--- src/rtl/gold_dot_acc_if.sv ---
// Operand/result bundle between the dot-product feeder and its neighbours.
// master = upstream source that also watches the result limbs; slave = gold_dot_acc.
interface gold_dot_acc_if #(
    parameter int CNT_W = 16
);
    // A pair transfers on a rising edge where in_valid && in_ready; the source
    // holds in_x/in_y/in_last stable while in_valid is high and not yet accepted.
    logic             in_valid;
    logic             in_ready;
    logic [63:0]      in_x;
    logic [63:0]      in_y;
    logic             in_last;
    logic             out_valid;
    logic [31:0]      limb_a;
    logic [31:0]      limb_b;
    logic [31:0]      limb_c;
    logic [31:0]      limb_d;
    logic [31:0]      limb_e;
    logic [31:0]      limb_f;
    logic [31:0]      limb_g;
    logic [31:0]      limb_h;
    logic [CNT_W-1:0] result_terms;
    logic             busy;

    modport master (
        output in_valid, in_x, in_y, in_last,
        input  in_ready, out_valid, limb_a, limb_b, limb_c, limb_d,
               limb_e, limb_f, limb_g, limb_h, result_terms, busy
    );

    modport slave (
        input  in_valid, in_x, in_y, in_last,
        output in_ready, out_valid, limb_a, limb_b, limb_c, limb_d,
               limb_e, limb_f, limb_g, limb_h, result_terms, busy
    );
endinterface

--- src/rtl/gold_dot_acc.sv ---
// 64x64 multiply-accumulate feeder for the Goldilocks 256-bit reducer: one
// 32x32 partial product per cycle into a 256-bit accumulator, result as 8 limbs.
module gold_dot_acc #(
    parameter int CNT_W = 16
) (
    input  logic          clk,
    input  logic          rst_n,
    gold_dot_acc_if.slave bus
);
    typedef enum logic {
        IDLE = 1'b0,
        MUL  = 1'b1
    } state_t;

    state_t           state_q, state_d;
    logic [255:0]     acc_q, acc_d;
    logic [CNT_W-1:0] cnt_q, cnt_d;
    logic [63:0]      x_q, x_d;
    logic [63:0]      y_q, y_d;
    logic             last_q, last_d;
    logic [1:0]       step_q, step_d;
    logic [255:0]     res_q, res_d;
    logic [CNT_W-1:0] terms_q, terms_d;
    logic             out_valid_q, out_valid_d;

    logic [31:0]      op_a;
    logic [31:0]      op_b;
    logic [6:0]       shamt;
    logic [63:0]      prod;
    logic [255:0]     pp;
    logic [255:0]     acc_sum;

    // Step order walks the schoolbook cross terms: lo*lo, lo*hi, hi*lo, hi*hi.
    always_comb begin
        op_a  = x_q[31:0];
        op_b  = y_q[31:0];
        shamt = 7'd0;
        case (step_q)
            2'd0: begin op_a = x_q[31:0];  op_b = y_q[31:0];  shamt = 7'd0;  end
            2'd1: begin op_a = x_q[31:0];  op_b = y_q[63:32]; shamt = 7'd32; end
            2'd2: begin op_a = x_q[63:32]; op_b = y_q[31:0];  shamt = 7'd32; end
            default: begin op_a = x_q[63:32]; op_b = y_q[63:32]; shamt = 7'd64; end
        endcase
        prod    = {32'd0, op_a} * {32'd0, op_b};
        pp      = {192'd0, prod} << shamt;
        acc_sum = acc_q + pp;
    end

    always_comb begin
        state_d     = state_q;
        acc_d       = acc_q;
        cnt_d       = cnt_q;
        x_d         = x_q;
        y_d         = y_q;
        last_d      = last_q;
        step_d      = step_q;
        res_d       = res_q;
        terms_d     = terms_q;
        out_valid_d = 1'b0;
        case (state_q)
            IDLE: begin
                if (bus.in_valid) begin
                    x_d     = bus.in_x;
                    y_d     = bus.in_y;
                    last_d  = bus.in_last;
                    step_d  = 2'd0;
                    cnt_d   = (&cnt_q) ? cnt_q : cnt_q + 1'b1;
                    state_d = MUL;
                end
            end
            default: begin
                acc_d  = acc_sum;
                step_d = step_q + 2'd1;
                if (step_q == 2'd3) begin
                    state_d = IDLE;
                    if (last_q) begin
                        res_d       = acc_sum;
                        terms_d     = cnt_q;
                        out_valid_d = 1'b1;
                        acc_d       = '0;
                        cnt_d       = '0;
                    end
                end
            end
        endcase
    end

    always_ff @(posedge clk or negedge rst_n) begin
        if (!rst_n) begin
            state_q     <= IDLE;
            acc_q       <= '0;
            cnt_q       <= '0;
            x_q         <= '0;
            y_q         <= '0;
            last_q      <= 1'b0;
            step_q      <= 2'd0;
            res_q       <= '0;
            terms_q     <= '0;
            out_valid_q <= 1'b0;
        end else begin
            state_q     <= state_d;
            acc_q       <= acc_d;
            cnt_q       <= cnt_d;
            x_q         <= x_d;
            y_q         <= y_d;
            last_q      <= last_d;
            step_q      <= step_d;
            res_q       <= res_d;
            terms_q     <= terms_d;
            out_valid_q <= out_valid_d;
        end
    end

    assign bus.in_ready     = (state_q == IDLE);
    assign bus.busy         = (state_q == MUL);
    assign bus.out_valid    = out_valid_q;
    assign bus.result_terms = terms_q;
    assign bus.limb_a       = res_q[255:224];
    assign bus.limb_b       = res_q[223:192];
    assign bus.limb_c       = res_q[191:160];
    assign bus.limb_d       = res_q[159:128];
    assign bus.limb_e       = res_q[127:96];
    assign bus.limb_f       = res_q[95:64];
    assign bus.limb_g       = res_q[63:32];
    assign bus.limb_h       = res_q[31:0];
endmodule

--- src/flat_wrapper.sv ---
// flat-port wrapper written by rule: the top's interface ports become plain ports
module gold_dot_acc_flat 
#(
    parameter int CNT_W = 16
)
  (clk, rst_n, bus_in_valid, bus_in_x, bus_in_y, bus_in_last, bus_in_ready, bus_out_valid, bus_limb_a, bus_limb_b, bus_limb_c, bus_limb_d, bus_limb_e, bus_limb_f, bus_limb_g, bus_limb_h, bus_result_terms, bus_busy);
  gold_dot_acc_if #(.CNT_W(CNT_W)) bus_i ();
  input  logic clk;
  input  logic rst_n;
  input wire logic [$bits(bus_i.in_valid)-1:0] bus_in_valid;
  input wire logic [$bits(bus_i.in_x)-1:0] bus_in_x;
  input wire logic [$bits(bus_i.in_y)-1:0] bus_in_y;
  input wire logic [$bits(bus_i.in_last)-1:0] bus_in_last;
  output wire logic [$bits(bus_i.in_ready)-1:0] bus_in_ready;
  output wire logic [$bits(bus_i.out_valid)-1:0] bus_out_valid;
  output wire logic [$bits(bus_i.limb_a)-1:0] bus_limb_a;
  output wire logic [$bits(bus_i.limb_b)-1:0] bus_limb_b;
  output wire logic [$bits(bus_i.limb_c)-1:0] bus_limb_c;
  output wire logic [$bits(bus_i.limb_d)-1:0] bus_limb_d;
  output wire logic [$bits(bus_i.limb_e)-1:0] bus_limb_e;
  output wire logic [$bits(bus_i.limb_f)-1:0] bus_limb_f;
  output wire logic [$bits(bus_i.limb_g)-1:0] bus_limb_g;
  output wire logic [$bits(bus_i.limb_h)-1:0] bus_limb_h;
  output wire logic [$bits(bus_i.result_terms)-1:0] bus_result_terms;
  output wire logic [$bits(bus_i.busy)-1:0] bus_busy;
  assign bus_i.in_valid = bus_in_valid;
  assign bus_i.in_x = bus_in_x;
  assign bus_i.in_y = bus_in_y;
  assign bus_i.in_last = bus_in_last;
  assign bus_in_ready = bus_i.in_ready;
  assign bus_out_valid = bus_i.out_valid;
  assign bus_limb_a = bus_i.limb_a;
  assign bus_limb_b = bus_i.limb_b;
  assign bus_limb_c = bus_i.limb_c;
  assign bus_limb_d = bus_i.limb_d;
  assign bus_limb_e = bus_i.limb_e;
  assign bus_limb_f = bus_i.limb_f;
  assign bus_limb_g = bus_i.limb_g;
  assign bus_limb_h = bus_i.limb_h;
  assign bus_result_terms = bus_i.result_terms;
  assign bus_busy = bus_i.busy;
  gold_dot_acc #(.CNT_W(CNT_W)) u_core (.clk(clk), .rst_n(rst_n), .bus(bus_i));
endmodule
--- config.mk ---
export PLATFORM = sky130hd
export DESIGN_NAME = gold_dot_acc_flat
export DESIGN_NICKNAME = d
export VERILOG_FILES = /design/src/rtl/gold_dot_acc_if.sv /design/src/rtl/gold_dot_acc.sv /design/src/flat_wrapper.sv
export SDC_FILE = /design/constraint.sdc
export NUM_CORES = 2
export LEC_CHECK = 0
export ABC_AREA = 1
export CAP_MARGIN = 15
export CORE_ASPECT_RATIO = 1.4
export CORE_MARGIN = 1
export CORE_UTILIZATION = 40
export CTS_CLUSTER_DIAMETER = 60
export DETAILED_ROUTE_END_ITERATION = 12
export PLACE_DENSITY_LB_ADDON = 0.1
export REMOVE_ABC_BUFFERS = 1
export SYNTH_ARGS = -nofsm -noshare
export SYNTH_HDL_FRONTEND = slang
export SYNTH_SLANG_ARGS = --single-unit
--- constraint.sdc ---
create_clock -name clk -period 16.16 [get_ports clk]
set_input_delay 1.616 -clock clk [delete_from_list [all_inputs] [get_ports clk]]
set_output_delay 1.616 -clock clk [all_outputs]
set_load 0.01 [all_outputs]
==> impl_results.md <==
- Outcome: finished, final reports clean
- Design area: 0.0960 mm^2
- Arrival time at the worst endpoint: 15.94 ns
- Placement Cell Area: 0.0925 mm^2
- Total Wirelength: 502000 um
- Reg2Reg Depth: 45
- Fmax: 65.5 MHz
- Initial antenna violation count: 23
- Rel. slew slack: 8.99%
- First-pass GRT wire length: 699000 um
- Footprint of the multi-input gates: 0.0566 mm^2
- Hold_buf cts: 0
- Reg-to-Reg Start: u_core.step_q[0]$_DFFE_PN0P_
- Highest routed layer: met5
- Ratio of cells with drive above 1 in the final layout: 4.61%
- Met1 wire length: 150000 um
- Data required time of the worst path: 16.84 ns
- Sequential share of the synthesized area: 20.0%
- Unrepaired setup endpoints after global routing: false
- Via count: 88200
- CP peak stage delay: 0.81 ns
- Fin crit period: 15.26 ns
- Placer Congestion: 1.15
- Chip width: 391 um
- Largest net degree at the start of global routing: 139
- Root Buffer: clkbuf_16
- Max-cap violations: 0
- Pins over their slew limit: 0
- Cell Rows: 199
- Commonest non-fill, non-tap cell in the layout: nand2_1
- Clock transition at path regs: 0.07 ns
- Hold path endpoint: u_core.bus.result_terms[14]$_DFFE_PN0P_
- Register Area: 0.0169 mm^2
- Core area: 0.210 mm^2
- ANT nets after route: 0
- Io pins: 407
- Setup Viol. Count Final: 0
- Flop2flop setup slack: 0.90 ns
- Reg-to-Reg End: u_core.res_q[252]$_DFFE_PN0P_
- CP most frequent cell: inv_1
- Period utilization: 94.5%
- CTS tree: done
- Starting density of the core: 40.3%
- Unique cell type count in the Yosys netlist: 47
- Initial DRC Count: 8570
- H-tree depth: 3
- DRC viols: 0
- Cells after synthesis: 12700
- DIE HEIGHT: 546 um
- Number of global-route vias before repair: 90100
- Total global-route track usage: 47.2%
- Most frequent cells in the layout: nand2_1, inv_1, nor2_1, fa_1, dfrtp_1
- Startpoint types: flip-flop
- Post-Route Setup TNS: 0 ns
- CTS Buffer Depth: 3
- Worst-Margin Slew: 1.36 ns
- Gr ovfl total: 0
- Worst min path class: reg2reg
- Wirelength per Cell: 31.5 um
- Hold Crit Start: u_core.bus.result_terms[14]$_DFFE_PN0P_
- Placed insts: 15700
- Synth warn: 0
- CP Capture Type: flip-flop
- Worst-Skew Late Latency: 0.84 ns
- DRT Pass-1 Iters: 8
- Largest cells by area after synthesis: fa_1, dfrtp_1, nand2_1
- Hold Crit Depth: 2
- WL met2: 236000 um
- Post_cts resized: 0
- Number of synthesized register bits: 677
- CTS Buf Count: 92
- Layout Area Growth over Synthesis: 13.5%
- Die Area: 0.213 mm^2
- IO buf count: 406
- Final std cells w/o fill: 15900
- Slowest stage cell, crit path: inv_1
- Post-CTS setup buffers: 0
- # nets final: 14500
- Fin. Hold Viols: 0
- Sink Count: 677
- Met3 Wirelength: 38700 um
- Yosys top cell area share: 21.2%
- Post-DR vias/cell: 5.54
- Crit Path Max Fanout: 23
- Syn avg cell area: 6.68 um^2
- Post-DP HPWL: 418000 um
- WS Path Type: reg2reg
- Post-synth top area cell: fa_1
- Fillers: 22400
- Clock Skews: 0.134 ns
- Mapped cell area: 0.0846 mm^2
-- cell families (layout without fill, tap and decap cells) --
family	after synthesis	in the layout	share of synthesized area, %
other	0	19	0
AND/OR/NAND/NOR	6627	6627	31.5
multiplexers	65	65	0.865
XOR/XNOR	163	163	1.69
flip-flops	677	677	20.0
adder cells (fa/ha/maj)	1326	1326	27.6
buffers and inverters	2969	3400	13.2
AO/OA/AOI/OAI	832	832	5.15
-- layout make-up --
type | instances | share of cell area, %
clock inverter | 61 | 0.894
inverter | 2629 | 10.3
clock buffer | 113 | 2.60
antenna | 19 | 0.0495
tap | 2814 | 3.67
multi-input combinational | 9013 | 59.0
sequential | 677 | 17.6
timing repair buffer | 597 | 5.85
-- critical path, delay by kind of cell (launching register included) --
family	cells	cell delay, ns
fa+ha+maj	11	5.31
flops	1	0.48
xor+xnor	1	0.76
buf+inv	10	1.59
simple gates	22	6.33
compound gates	1	0.56
-- routing by layer --
metal  global-route usage, %  up-vias
met1                    44.1    42400
li1                        -    38500
met4                    55.8       10
met3                    12.1     2366
met5                  0.0455        -
met2                    78.1     5055
-- how the worst max path moves through the flow --
stage	cells after the start	end	startpoint	slack [ns]
2_1_floorplan	4	u_core.cnt_q[4]$_DFFE_PN0P_	u_core.bus.busy$_DFF_PN0_	1.41
3_3_place_gp	46	u_core.acc_q[148]$_DFFE_PN0P_	u_core.step_q[0]$_DFFE_PN0P_	1.25
3_5_place_dp	45	u_core.acc_q[148]$_DFFE_PN0P_	u_core.step_q[0]$_DFFE_PN0P_	1.56
4_1_cts	43	u_core.acc_q[148]$_DFFE_PN0P_	u_core.step_q[0]$_DFFE_PN0P_	1.38
5_1_grt	44	u_core.acc_q[252]$_DFFE_PN0P_	u_core.step_q[0]$_DFFE_PN0P_	0.68
6_report	45	u_core.res_q[252]$_DFFE_PN0P_	u_core.step_q[0]$_DFFE_PN0P_	0.90
-- cell usage after synthesis, drive strengths merged --
| master | number |
|---|---|
| and2 | 15 |
| o221a | 1 |
| clkbuf | 289 |
| a21o | 11 |
| a22o | 5 |
| buf | 51 |
| nor4 | 16 |
| inv | 2623 |
| clkinv | 6 |
| a21oi | 311 |
| nor2 | 1557 |
| o21a | 9 |
| a21boi | 3 |
| o21ai | 460 |
| xor2 | 45 |
| nor3b | 1 |
| xnor2 | 118 |
| nand3 | 550 |
| mux2 | 65 |
| dfrtp | 677 |
| nand4 | 123 |
| nand3b | 45 |
| nand2 | 4200 |
| a211oi | 2 |
| fa | 897 |
| nor3 | 107 |
| o31ai | 1 |
| ha | 429 |
| and3 | 4 |
| o21bai | 29 |
| or2 | 9 |
-- per-stage QoR --
step / hold WS [ns] / utilization, % / worst slack [ns]
after floorplan: 0.455 / - / 1.41
after global placement: 0.457 / 44.0 / 1.25
after detailed placement: 0.464 / 44.1 / 1.56
after CTS: 0.482 / 45.7 / 1.38
after global routing: 0.497 / 45.7 / 0.680
final: 0.477 / 45.7 / 0.896
-- state kept, by name, summed over array words and instances, names as in the netlist --
signal                   count
u_core.acc_q               256
u_core.x_q                  64
u_core.cnt_q                16
u_core.last_q                1
u_core.bus.result_terms     16
u_core.y_q                  64
u_core.bus.out_valid         1
u_core.res_q               256
u_core.bus.busy              1
u_core.step_q                2
Power is left out: the tool's default activity adds up to more than one toggle a clock period on the data nets, which glitch-free logic cannot reach.
